## src/rtl/seg7_scan_driver.sv

```systemverilog
// ============================================================================
// Module   : seg7_scan_driver
// Brief    : Multiplexed N-digit seven-segment driver with tear-free updates,
//            leading-zero blanking, per-digit blink and anti-ghosting guard.
// Revision : 1.0
// ============================================================================
`default_nettype none

module seg7_scan_driver #(
    parameter int NUM_DIGITS     = 4,
    parameter int REFRESH_DIV    = 1000,
    parameter int GUARD          = 2,
    parameter int BLINK_FRAMES   = 64,
    parameter int SEG_ACTIVE_LOW = 1,
    parameter int AN_ACTIVE_LOW  = 1
) (
    input  logic                      clk,
    input  logic                      rst,
    input  logic                      load,
    input  logic [4*NUM_DIGITS-1:0]   value_in,
    input  logic [NUM_DIGITS-1:0]     dp_in,
    input  logic                      blank_lz,
    input  logic [NUM_DIGITS-1:0]     blink_en,
    output logic [6:0]                seg,
    output logic                      dp,
    output logic [NUM_DIGITS-1:0]     an,
    output logic                      update_pending,
    output logic                      frame_tick
);

    localparam int IDX_W = (NUM_DIGITS > 1) ? $clog2(NUM_DIGITS) : 1;
    localparam int DIV_W = (REFRESH_DIV > 1) ? $clog2(REFRESH_DIV) : 1;
    localparam int BLK_W = (BLINK_FRAMES > 1) ? $clog2(BLINK_FRAMES) : 1;

    localparam logic [DIV_W-1:0] DIV_LAST  = DIV_W'(REFRESH_DIV - 1);
    localparam logic [DIV_W-1:0] DIV_GUARD = DIV_W'(GUARD);
    localparam logic [IDX_W-1:0] IDX_LAST  = IDX_W'(NUM_DIGITS - 1);
    localparam logic [BLK_W-1:0] BLK_LAST  = BLK_W'(BLINK_FRAMES - 1);
    localparam logic             SEG_INV   = (SEG_ACTIVE_LOW != 0);
    localparam logic             AN_INV    = (AN_ACTIVE_LOW != 0);

    // Scan position
    logic [DIV_W-1:0]          div_q, div_d;
    logic [IDX_W-1:0]          idx_q, idx_d;
    // Shadow / display registers
    logic [4*NUM_DIGITS-1:0]   shadow_val_q, shadow_val_d;
    logic [NUM_DIGITS-1:0]     shadow_dp_q, shadow_dp_d;
    logic [4*NUM_DIGITS-1:0]   disp_val_q, disp_val_d;
    logic [NUM_DIGITS-1:0]     disp_dp_q, disp_dp_d;
    logic                      pending_q, pending_d;
    // Blink timing
    logic [BLK_W-1:0]          blk_cnt_q, blk_cnt_d;
    logic                      blink_phase_q, blink_phase_d;
    // Registered pin drivers
    logic                      frame_tick_q, frame_tick_d;
    logic [6:0]                seg_q, seg_d;
    logic                      dp_q, dp_d;
    logic [NUM_DIGITS-1:0]     an_q, an_d;

    logic                      at_div_last;
    logic                      boundary;
    logic [NUM_DIGITS-1:0]     lz_blank;
    logic                      upper_zero;
    logic [3:0]                nibble;
    logic                      dark;
    logic                      digit_off;
    logic [6:0]                seg_act;
    logic                      dp_act;
    logic [NUM_DIGITS-1:0]     an_act;

    function automatic logic [6:0] seg_decode(input logic [3:0] n);
        logic [6:0] s;
        case (n)
            4'h0: s = 7'h3F;
            4'h1: s = 7'h06;
            4'h2: s = 7'h5B;
            4'h3: s = 7'h4F;
            4'h4: s = 7'h66;
            4'h5: s = 7'h6D;
            4'h6: s = 7'h7D;
            4'h7: s = 7'h07;
            4'h8: s = 7'h7F;
            4'h9: s = 7'h6F;
            4'hA: s = 7'h77;
            4'hB: s = 7'h7C;
            4'hC: s = 7'h39;
            4'hD: s = 7'h5E;
            4'hE: s = 7'h79;
            default: s = 7'h71;
        endcase
        return s;
    endfunction

    always_comb begin
        at_div_last = (div_q == DIV_LAST);
        boundary    = at_div_last && (idx_q == IDX_LAST);
        div_d       = at_div_last ? '0 : div_q + DIV_W'(1);
        idx_d       = idx_q;
        if (at_div_last) begin
            idx_d = (idx_q == IDX_LAST) ? '0 : idx_q + IDX_W'(1);
        end
    end

    // A load in the boundary cycle still lands in the shadow; the copy uses
    // the shadow contents from before that load.
    always_comb begin
        shadow_val_d = load ? value_in : shadow_val_q;
        shadow_dp_d  = load ? dp_in    : shadow_dp_q;
        pending_d    = load ? 1'b1 : (boundary ? 1'b0 : pending_q);
        disp_val_d   = disp_val_q;
        disp_dp_d    = disp_dp_q;
        if (boundary && pending_q) begin
            disp_val_d = shadow_val_q;
            disp_dp_d  = shadow_dp_q;
        end
    end

    always_comb begin
        blk_cnt_d     = blk_cnt_q;
        blink_phase_d = blink_phase_q;
        if (boundary) begin
            if (blk_cnt_q == BLK_LAST) begin
                blk_cnt_d     = '0;
                blink_phase_d = ~blink_phase_q;
            end else begin
                blk_cnt_d = blk_cnt_q + BLK_W'(1);
            end
        end
        frame_tick_d = boundary;
    end

    // Scanning from the top digit down, a digit is blanked while everything
    // above and including it is zero; digit 0 always shows.
    always_comb begin
        upper_zero = 1'b1;
        lz_blank   = '0;
        for (int k = NUM_DIGITS - 1; k >= 0; k--) begin
            upper_zero = upper_zero && (disp_val_q[4*k +: 4] == 4'h0);
            if (k != 0) begin
                lz_blank[k] = blank_lz && upper_zero;
            end
        end
    end

    // A leading-zero blanked digit is also left deselected; it is dark either way.
    always_comb begin
        nibble    = disp_val_q[4*int'(idx_q) +: 4];
        dark      = blink_phase_q && blink_en[idx_q];
        digit_off = dark || lz_blank[idx_q];
        seg_act   = digit_off ? 7'h00 : seg_decode(nibble);
        dp_act    = disp_dp_q[idx_q] && !dark;
        an_act    = '0;
        if ((div_q >= DIV_GUARD) && !digit_off) begin
            an_act[idx_q] = 1'b1;
        end
        seg_d = seg_act ^ {7{SEG_INV}};
        dp_d  = dp_act ^ SEG_INV;
        an_d  = an_act ^ {NUM_DIGITS{AN_INV}};
    end

    always_ff @(posedge clk or posedge rst) begin
        if (rst) begin
            div_q         <= '0;
            idx_q         <= '0;
            shadow_val_q  <= '0;
            shadow_dp_q   <= '0;
            disp_val_q    <= '0;
            disp_dp_q     <= '0;
            pending_q     <= 1'b0;
            blk_cnt_q     <= '0;
            blink_phase_q <= 1'b0;
            frame_tick_q  <= 1'b0;
            seg_q         <= {7{SEG_INV}};
            dp_q          <= SEG_INV;
            an_q          <= {NUM_DIGITS{AN_INV}};
        end else begin
            div_q         <= div_d;
            idx_q         <= idx_d;
            shadow_val_q  <= shadow_val_d;
            shadow_dp_q   <= shadow_dp_d;
            disp_val_q    <= disp_val_d;
            disp_dp_q     <= disp_dp_d;
            pending_q     <= pending_d;
            blk_cnt_q     <= blk_cnt_d;
            blink_phase_q <= blink_phase_d;
            frame_tick_q  <= frame_tick_d;
            seg_q         <= seg_d;
            dp_q          <= dp_d;
            an_q          <= an_d;
        end
    end

    assign seg            = seg_q;
    assign dp             = dp_q;
    assign an             = an_q;
    assign update_pending = pending_q;
    assign frame_tick     = frame_tick_q;

endmodule

`default_nettype wire
```

## config.mk

```make
export PLATFORM = sky130hd
export DESIGN_NAME = seg7_scan_driver
export DESIGN_NICKNAME = d
export VERILOG_FILES = /design/src/rtl/seg7_scan_driver.sv
export SDC_FILE = /design/constraint.sdc
export NUM_CORES = 1
export LEC_CHECK = 0
export CAP_MARGIN = 15
export CELL_PAD_IN_SITES_DETAIL_PLACEMENT = 1
export CELL_PAD_IN_SITES_GLOBAL_PLACEMENT = 1
export CORE_MARGIN = 3
export CORE_UTILIZATION = 35
export DETAILED_ROUTE_END_ITERATION = 8
export HOLD_SLACK_MARGIN = 0.05
export PLACE_DENSITY = 0.61
export SYNTH_ARGS = -nofsm -noshare
export SYNTH_HDL_FRONTEND = slang
export SYNTH_SLANG_ARGS = --single-unit
```

## constraint.sdc

```tcl
create_clock -name clk -period 2.48 [get_ports clk]
set_input_delay 0.248 -clock clk [delete_from_list [all_inputs] [get_ports clk]]
set_output_delay 0.248 -clock clk [all_outputs]
set_load 0.02 [all_outputs]
```

# After elaboration in Yosys (flattened, before gate mapping)
# Memory sizes are Yosys's and may differ from the RTL's.
# Cells that the tools add are included.
dict set report totals {
  ff_bits 73
  latchBits 0
  mem_bits_rw 0
  rom_bits 112
  inputBits 28
  output_inout_bits 14
  n_memories 1
}
dict set report op_classes {
  addsub 3
  mul 0
  div 0
  order_cmp 3
  eq_ne 3
  n_shift 1
  muxes 15
  n_bitwise 4
  reduce_logical 19
}
# memory depth word_bits read_ports rd_ports_with_merged_regs write_ports line_no
set memory_table {}
lappend memory_table {{(name not given)} 16 7 1 0 0 73} ;# case (n)
# cell count
set ops {}
lappend ops {{indexed part select 16 x 5 -> 4 bit} 1}
lappend ops {{zero test 4 bit} 3}
lappend ops {{logical AND 1 bit} 11}
lappend ops {{adder 10 x 1 -> 10 bit, second input constant} 1}
lappend ops {{== test 10 bit, second input constant} 1}
lappend ops {{greater-or-equal comparator 10 x 2 -> 1 bit, second input constant} 1}
lappend ops {{two-way mux 10 bit} 1}
lappend ops {{two-way mux 7 bit} 1}
lappend ops {{inverter 7 bit} 1}
lappend ops {{adder 6 x 1 -> 6 bit, second input constant} 1}
lappend ops {{binary-select mux 1 bit (select 2 bit)} 3}
lappend ops {{== test 6 bit, second input constant} 1}
lappend ops {{two-way mux 1 bit} 6}
lappend ops {{two-way mux 6 bit} 1}
lappend ops {{two-way mux 4 bit} 1}
lappend ops {{inverter 4 bit} 1}
lappend ops {{less-than comparator 2 x 3 -> 1 bit, second input constant} 1}
lappend ops {{adder 2 x 1 -> 2 bit, second input constant} 1}
lappend ops {{demux 1 bit (select 2 bit)} 1}
lappend ops {{== test 2 bit, second input constant} 1}
lappend ops {{greater-or-equal comparator 2 x 1 -> 1 bit, second input constant} 1}
lappend ops {{zero test 1 bit} 2}
lappend ops {{two-way mux 2 bit} 1}
lappend ops {{inverter 1 bit} 2}
lappend ops {{other kinds (3)} 3}

# Logic depth before layout (Yosys ltp)
# Gate-level depths: netlist of the first run.
dict set report depth {
  word_depth 11
  ltp_mapped 8
}

# Worst setup path after synthesis of the first run
# No wires, ideal clock.
dict set report synth_path {
  path_type {register to register}
  from {register idx_q[0]}
  to {register seg_q[3] (netlist: seg[3])}
  arrival_time_ps 1742
  slack_ps 666
  stages_incl_launch_ff 8
  n_path_buf 1
  cell_sequence {dfrtp_1 -> buf_6 -> mux4_2 -> inv_1 -> ha_1 -> mux2i_1 -> nor2_1 -> o21ai_1}
}
dict set report synth_via {
  elab_chain_cells 6
}
# element line_no
set synth_lines {}
lappend synth_lines {{start: declaration} 44} ;# logic [IDX_W-1:0] idx_q, idx_d;
lappend synth_lines {{start signal: assignment} 178} ;# idx_q <= idx_d;
lappend synth_lines {{branches (longest 4 deep; another with memory read (16 x 7 bit))} n/a}
lappend synth_lines {{two-way mux 7 bit (*)} 150} ;# seg_act = digit_off ? 7'h00 : seg_decode(nibble);
lappend synth_lines {{inverter 7 bit (no line) (*)} n/a}
lappend synth_lines {{named net seg_d[3]} 56} ;# logic [6:0] seg_q, seg_d;
lappend synth_lines {{end signal: assignment} 173} ;# seg_q <= {7{SEG_INV}};
lappend synth_lines {{end signal: assignment} 187} ;# seg_q <= seg_d;
lappend synth_lines {{end: declaration} 56}
# Mark *: on every way through the listed nets, which the timed path passes. The select of a mux whose other input is x is not followed.
# A chain may end at the register's enable or synchronous reset.

# Worst setup path after layout of the first run
dict set report layout_path {
  from {register idx_q[0]}
  to {register seg_q[4] (netlist: seg[4])}
}
# Same word-level chain as after synthesis.

==> reports/results.ini, run 1 <==
[floorplan]
core_region_area_mm2=0.00977
start_util_pct=36.1
die_x_um=106
rows=36
io-pin-count=42
fp.dieH_um=106
dieArea_mm2=0.0113

[cts]
clk_pin_slew_ns=0.08
cts-resized-gates=0
root_buffer=clkbuf_8
hold_buffers=0
tritoncts=yes
clock_latency_ns=0.34
cts_setup_buffers=0
cts_buffer_depth=2
cts_inserted_buffers=9
htreeDepth=3
cts_sinks=73

[final_layout]
regArea_mm2=0.00184
area_delta_synth_final_pct=21.0
layout.nets=354
drive_gt1_share_pct=29.7
utilization_pct=43.8
antenna_cells=0
multi_input_area_mm2=0.00156
design_area_mm2=0.00428
final_cells=450
fillCellCount=1056

[synth]
synth-seq-area-share_pct=52.1
netlist_instances=266
yosys.area.top_type_share_pct=43.2
yosys.area.top_type=dfrtp_1
ys_types=45
ys_ff_latch=73
synthFlopType=dfrtp_1
ys.warnings.count=0
synth_edf_count=0
syn-cell-area_mm2=0.00353
avgSynthCellArea_um2=13.3
synthArstFlopShare_pct=100
synthTopCellsByArea=dfrtp_1 (43%), dfstp_2 (8.9%), mux2_4 (8.5%)
synth_fp_nets=307

[detailed_routing]
drt-initial-drc-count=56
wl_per_cell_um=15.1
firstDrtPassIters=4
via_count=2184
drc_errors=0
via_per_inst=4.85
antenna_left=0
routed_wl_um=6800

[setup_path]
critPathTopFamily=compound AO/OA/AOI/OAI gates
critPathMaxStageDelay_ns=0.64
r2r_start=idx_q[0]
critPathArrivalTime_ns=2.39
crit_chain=mux4_2, and2_1, a41oi_2, o221ai_1
critPathLaunch=idx_q[0]
criticalPathCategory=flop to flop
crit_slowest_cell=dfrtp_1
crit_required_ns=2.70
end_kind=flop
worst-r2r-setup-slack_ns=0.31
worst-path-buf-inv=0
critPathLaunchType=flop
crit_fanout=11

[placed_design]
routabilityCongestion=0.739
dpl_cell_area_mm2=0.00407
dp_hpwl_um=4980
numPortBuffers=41
dp.cells=435
pre_cts_ws_ns=0.294

[global_route]
antenna_found_initial=0
grt_first_pass_wirelength_um=11600
grt_usage_pct=13.0
grt_max_degree=74
grt_overflow=0
grt_pass1_vias=2230

[sta]
min_period_over_period_pct=87.5
drv_slew=0
layout_min_cycle_time_ns=2.17
tightest_slew_ns=0.527
skew_ns=0.0113
slew-limit-headroom_pct=64.9
hold_viol_final=0
timing.fmax_ghz=0.461
timing.setup.tns_ns=0
rsz0062_at_grt=no
whs_ns=0.307
setup_slack_ns=0.311
setup_viol=0

[power_and_ir_drop]
p_total_mw=2.35
vdd_ir_drop_max_v=0.000298
p_leak_nw=1.91
power_density_mw_per_mm2=549

[run]
cap_violations=0

[hold_path]
hp-class=primary input to async pin

[run_status]
status=finished clean

state kept, by name, summed over array words and instances (netlist names):
name and flops:
seg 7, dp 1, idx_q 2, frame_tick 1, div_q 10, disp_dp_q 4, shadow_dp_q 4, disp_val_q 16
update_pending 1, an 4, blk_cnt_q 6, shadow_val_q 16, blink_phase_q 1
path summary, 6_finish.rpt:
kind	end	cells past startpoint
hold / removal	div_q[4]	3
max in group asynchronous	seg[6]	3
hold reg to reg	blink_phase_q	1
setup reg to reg	seg[4]	4
min in group clk	blink_phase_q	1
setup / recovery	seg[4]	4
power by group:
group	internal, mW	switching [mW]
sequential	1.22	0.0183
clock	0.557	0.432
combinational	0.0723	0.0431
cells in the mapped netlist (5+ instances only):
cell,instances
a21oi_1,5
dfrtp_1,61
dfstp_2,12
ha_1,13
inv_1,11
mux2_2,24
mux2_4,20
mux2i_1,5
mux4_2,6
nand2_1,8
nand3_1,19
nor2_1,14
o21ai_0,9
xnor2_1,5
xor2_1,8
metal layers:
layer  global-route usage, %  up-vias  routed length, um
li1                        -     1043                  -
met1                    18.3     1099               3380
met2                    19.6       33               3100
met3                    2.67        9                218
met4                    5.21        0                108
met5                       0        -                  0
kinds of logic (layout without fill, tap and decap cells):
| logic type | after synthesis | after routing | synth area share, % |
|---|---|---|---|
| AND/OR/NAND/NOR | 69 | 69 | 11.1 |
| multiplexers | 55 | 55 | 21.4 |
| flip-flops | 73 | 73 | 52.1 |
| AO/OA/AOI/OAI | 22 | 22 | 3.79 |
| buffers and inverters | 21 | 72 | 3.79 |
| adder cells (fa/ha/maj) | 13 | 13 | 4.60 |
| XOR/XNOR | 13 | 13 | 3.22 |
cell type report:
class                   instances  share of cell area, %
clock buffers                   9                   2.90
clock inverters                 6                   1.96
inverters                      12                   1.17
multi-input cells             172                   36.4
flip-flops and latches         73                   43.1
well taps                     133                   3.89
repair buffers                 45                   10.6
worst register-to-register path, stage by stage (launching register included):
cell and delay (ns):
dfrtp_1 0.64, mux4_2 0.55, and2_1 0.18, a41oi_2 0.45, o221ai_1 0.24
placed cells by master, fill, tap and decap left out, types with 10 or more instances in the layout:
cell,synthesis,routed
clkdlybuf4s50_1,0,41
dfrtp_1,61,61
dfstp_2,12,12
ha_1,13,13
inv_1,11,10
mux2_2,24,24
mux2_4,20,20
nand3_1,19,19
nor2_1,14,14
(Power assumes the default switching activity.)
==> run 2: changes to the inputs <==
CORE_UTILIZATION = 30   (was 35)
PLACE_DENSITY = 0.55   (was 0.61)
clock period = 1.95 ns   (was 2.48 ns; I/O delays follow)
==> run 2 against run 1 <==
Sequential share of layout area is 2.6 points lower. Cell area is 6.6% higher. Sequential power is 27% higher. Global-route usage is 1.0 points lower. First-iteration DRC count is 1.8% higher. Fmax is 17% higher. Wire length is 4.1% higher. Setup slack worse by 0.21 ns. Critical endpoint is now an[1].
==> reports/results.ini, run 2 (synthesized netlist as in run 1, its figures left out) <==
[setup_path]
critPathTopFamily=multiplexers
crit_top_cell=buf_4
crit_chain=buf_4, mux4_2, and2_1, a41oi_2, buf_4, nand3_1
crit_slowest_cell=mux4_2
critPathMaxStageDelay_ns=0.49
rr_worst_depth=6
reg2reg_to=an[1]
worst-r2r-setup-slack_ns=0.10
crit_required_ns=2.19
worst-path-buf-inv=2
criticalPathCategory=flop to flop
critPathArrivalTime_ns=2.09
critPathLaunchType=flop
end_kind=flop
r2r_start=idx_q[0]
crit_fanout=10

[sta]
layout_min_cycle_time_ns=1.85
hold_viol_final=0
drv_slew=0
setup_viol=0
tightest_slew_ns=0.385
min_period_over_period_pct=94.7
timing.fmax_ghz=0.541
skew_ns=0.0110
rsz0062_at_grt=no
timing.setup.tns_ns=0
whs_ns=0.327
slew-limit-headroom_pct=74.3
setup_slack_ns=0.103

[floorplan]
rows=39
core_region_area_mm2=0.0115
io-pin-count=42
start_util_pct=30.8
dieArea_mm2=0.0131
fp.dieH_um=115
die_x_um=115

[power_and_ir_drop]
p_sw_share_pct=20.6
power_density_mw_per_mm2=780
vdd_ir_drop_max_v=0.000376
clock_power_share_pct=51.5
p_int_mw=2.82
share_comb_of_total_power_pct=4.1
p_total_mw=3.56
p_seq_share_pct=44.4
switching_power_mw=0.733
p_leak_nw=2.04

[cts]
cts_buffer_depth=2
cts_inserted_buffers=9
root_buffer=clkbuf_16
hold_buffers=0
clk_pin_slew_ns=0.06
clock_latency_ns=0.33
tritoncts=yes
cts_sinks=73
htreeDepth=3

[final_layout]
final_common_cell=dfrtp_1
final_cells=478
layout_common_cells=dfrtp_1 (59), clkdlybuf4s50_1 (41), mux2_2 (24)
antenna_cells=0
area_delta_synth_final_pct=29.0
regArea_mm2=0.00184
utilization_pct=39.7
multi_input_area_mm2=0.00156
layout.nets=371
design_area_mm2=0.00456
drive_gt1_share_pct=35.2
largestRegisters=disp_val_q: 16 flops, shadow_val_q: 16 flops, div_q: 10 flops
fillCellCount=1214

[placed_design]
dp_hpwl_um=5170
dp.cells=460
numPortBuffers=41
routabilityCongestion=0.732
pre_cts_ws_ns=-0.0454
dpl_cell_area_mm2=0.00420

[detailed_routing]
via_per_inst=4.66
drc_errors=0
via_count=2229
antenna_left=0
routed_wl_um=7080
wl_per_cell_um=14.8
firstDrtPassIters=4
drt-initial-drc-count=57

[global_route]
grt_max_degree=74
grt_first_pass_wirelength_um=12400
grt_overflow=0
grt_usage_pct=12.0
grt_pass1_vias=2419
antenna_found_initial=0

[run]
cap_violations=0

[hold_path]
hp-class=primary input to async pin

[run_status]
status=finished clean

[run 2: worst max path at each step]
| stage | cells past startpoint | endpoint | startpoint |
|---|---|---|---|
| 6_report | 6 | an[1] | idx_q[0] |
| 5_1_grt | 6 | an[1] | idx_q[0] |
| 4_1_cts | 7 | seg[3] | idx_q[0] |
| 3_5_place_dp | 7 | seg[3] | idx_q[0] |
| 3_3_place_gp | 6 | disp_val_q[11] | idx_q[0] |
| 2_1_floorplan | 7 | seg[3] | idx_q[0] |
[run 2: per-layer routing]
metal / part of all wire (%) / global-route usage, % / wire length, um / vias up
met1: 49 / 16.1 / 3490 / 1121
met4: 1.0 / 3.33 / 72 / 0
met3: 3.6 / 3.38 / 257 / 6
li1: - / - / - / 1067
met2: 46 / 19.0 / 3260 / 35
met5: 0 / 0 / 0 / -
[run 2: power by group through the flow]
stage | logic, mW | registers [mW] | clock network [mW]
floorplan | 0.0748 | 1.60 | 0
finish | 0.146 | 1.58 | 1.83
global route | 0.164 | 1.59 | 1.96
global placement | 0.149 | 1.61 | 0
detailed placement | 0.151 | 1.61 | 0
CTS | 0.152 | 1.58 | 1.90
[run 2: cell type report]
cell class                 count  share of cell area (%)
clock buffer                  10                    5.24
clock inverter                 6                    2.14
inverter                      12                    1.18
multi-input combinational    172                    34.3
sequential                    73                    40.5
tap                          143                    3.93
timing repair buffer          62                    12.7
[run 2: timing repair]
item,in CTS,in global routing
buffers inserted,0,2
resized for setup,1,5
cloned,0,0
endpoints found under the setup margin,3,22
[run 2: worst register-to-register path, delay by kind of cell (launching register included)]
family | cells | cell delay (ns)
simple gates | 2 | 0.29
buf+inv | 2 | 0.36
compound gates | 1 | 0.18
mux | 1 | 0.50
flops | 1 | 0.43
==> run 3: changes to the inputs <==
DONT_BUFFER_PORTS = 1   (was unset)
HOLD_SLACK_MARGIN = 0.15   (was 0.05)
PLACE_DENSITY = 0.49   (was 0.55)
REMOVE_ABC_BUFFERS = 1   (was unset)
==> run 3 against run 2 <==
Sequential power barely moved. Sequential share of layout area rose by 1.7 points. Register-to-register slack improved by 0.02 ns. First-iteration DRC count rose by 14%. Count of clock-buffer cells in the layout rose by 1. Wire length rose by 5.1%. Cell area fell by 4.1%. Setup slack improved by 0.021 ns. Clock power fell by 9.8%. Via count fell by 0.85%. Largest power group unchanged.
==> reports/results.ini, run 3 (synthesized netlist as in run 1, its figures left out) <==
[sta]
whs_ns=0.396
min_period_over_period_pct=93.6
rsz0062_at_grt=no
skew_ns=0.00446
drv_slew=0
layout_min_cycle_time_ns=1.83
slew-limit-headroom_pct=36.6
setup_slack_ns=0.125
timing.setup.tns_ns=0
tightest_slew_ns=0.948
timing.fmax_ghz=0.548
hold_viol_final=0
setup_viol=0

[power_and_ir_drop]
p_total_mw=3.36
vdd_ir_drop_max_v=0.000372
p_sw_share_pct=21.0
p_leak_nw=1.99
power_density_mw_per_mm2=769
p_int_mw=2.65
share_comb_of_total_power_pct=3.8
p_seq_share_pct=47.0
clock_power_share_pct=49.2
switching_power_mw=0.705

[cts]
cts_inserted_buffers=9
tritoncts=yes
clk_pin_slew_ns=0.06
htreeDepth=3
clock_latency_ns=0.33
cts_sinks=73
cts_buffer_depth=2
root_buffer=clkbuf_16

[placed_design]
dp.cells=422
dpl_cell_area_mm2=0.00381
dp_hpwl_um=5080
pre_cts_ws_ns=0.00557
numPortBuffers=0
routabilityCongestion=0.781

[run]
cap_violations=0

[final_layout]
final_common_cell=dfrtp_1
final_cells=465
layout_common_cells=dfrtp_1 (60), buf_4 (25), mux2_2 (24)
utilization_pct=38.1
area_delta_synth_final_pct=23.6
largestRegisters=disp_val_q: 16 flops, shadow_val_q: 16 flops, div_q: 10 flops
antenna_cells=0
design_area_mm2=0.00437
layout.nets=358
drive_gt1_share_pct=37.3

[setup_path]
critPathLaunchType=flop
crit_required_ns=2.21
crit_fanout=8
end_kind=flop
critPathArrivalTime_ns=2.08
criticalPathCategory=flop to flop

[floorplan]
rows=39
fp.dieH_um=115
die_x_um=115
core_region_area_mm2=0.0115
dieArea_mm2=0.0131
start_util_pct=30.8
io-pin-count=42

[detailed_routing]
via_per_inst=4.75
firstDrtPassIters=4
routed_wl_um=7450
drc_errors=0
antenna_left=0
via_count=2210
wl_per_cell_um=16.0
drt-initial-drc-count=65

[global_route]
grt_first_pass_wirelength_um=12600
grt_max_degree=74
grt_usage_pct=12.5
grt_overflow=0
grt_pass1_vias=2363
antenna_found_initial=0

[hold_path]
hp-class=primary input to async pin

[run_status]
status=finished clean

==> run 3: cell types whose count changed in the layout (fill, tap and decap cells not counted), moves of 2 or more <==
| cell | before | now |
|---|---|---|
| clkinv_4 | 2 | 0 |
| clkinv_2 | 0 | 2 |
| clkdlybuf4s50_1 | 41 | 0 |
| dlygate4sd3_1 | 0 | 23 |
| buf_4 | 20 | 25 |
==> run 3: path summary, 6_finish.rpt <==
check | start | slack, ns | cells after the start | end
worst max register to register | idx_q[0] | 0.12 | 5 | seg[3]
worst max-delay path | idx_q[0] | 0.12 | 5 | seg[3]
max in group asynchronous | rst | 1.21 | 3 | idx_q[0]
worst min register to register | blink_phase_q | 0.47 | 1 | blink_phase_q
min in group clk | blink_en[0] | 0.40 | 3 | dp
worst min-delay path | rst | 0.40 | 3 | div_q[4]
==> run 3: per-layer routing <==
metal | part of all wire [%] | GRT usage (%) | vias to the layer above | wire [um]
li1 | - | - | 1050 | -
met1 | 46 | 16.6 | 1116 | 3450
met2 | 47 | 18.9 | 34 | 3530
met3 | 4.0 | 3.01 | 10 | 298
met4 | 2.2 | 6.65 | 0 | 165
met5 | 0 | 0 | - | 0
==> run 3: critical path, stage by stage, from the launching register on <==
cell	delay [ns]
dfrtp_2	0.46
mux4_2	0.60
ha_1	0.25
and2_1	0.17
nor3_1	0.18
o21ai_1	0.09
==> run 3: what timing repair did <==
| action | in CTS | in global routing |
|---|---|---|
| endpoints found under the hold margin | 94 | 0 |
| hold buffers | 23 | 0 |
| gates resized for setup | 1 | 4 |
| setup endpoints to repair | 1 | 3 |
| setup buffers | 0 | 4 |
==> run 3: area by class of cell <==
type / count / area (um2)
Fill cell: 1202 / 7100
Sequential cell: 73 / 1840
Multi-Input combinational cell: 172 / 1560
Timing Repair Buffer: 49 / 438
Clock buffer: 11 / 243
Tap cell: 143 / 179
Clock inverter: 5 / 55.1
Inverter: 12 / 50.0
==> run 3: power by group through the flow <==
stage / clock network, mW / registers [mW] / logic [mW]
floorplan: 0 / 1.60 / 0.0685
global placement: 0 / 1.61 / 0.0848
detailed placement: 0 / 1.61 / 0.0867
CTS: 1.71 / 1.58 / 0.131
global route: 1.80 / 1.58 / 0.145
finish: 1.65 / 1.58 / 0.128
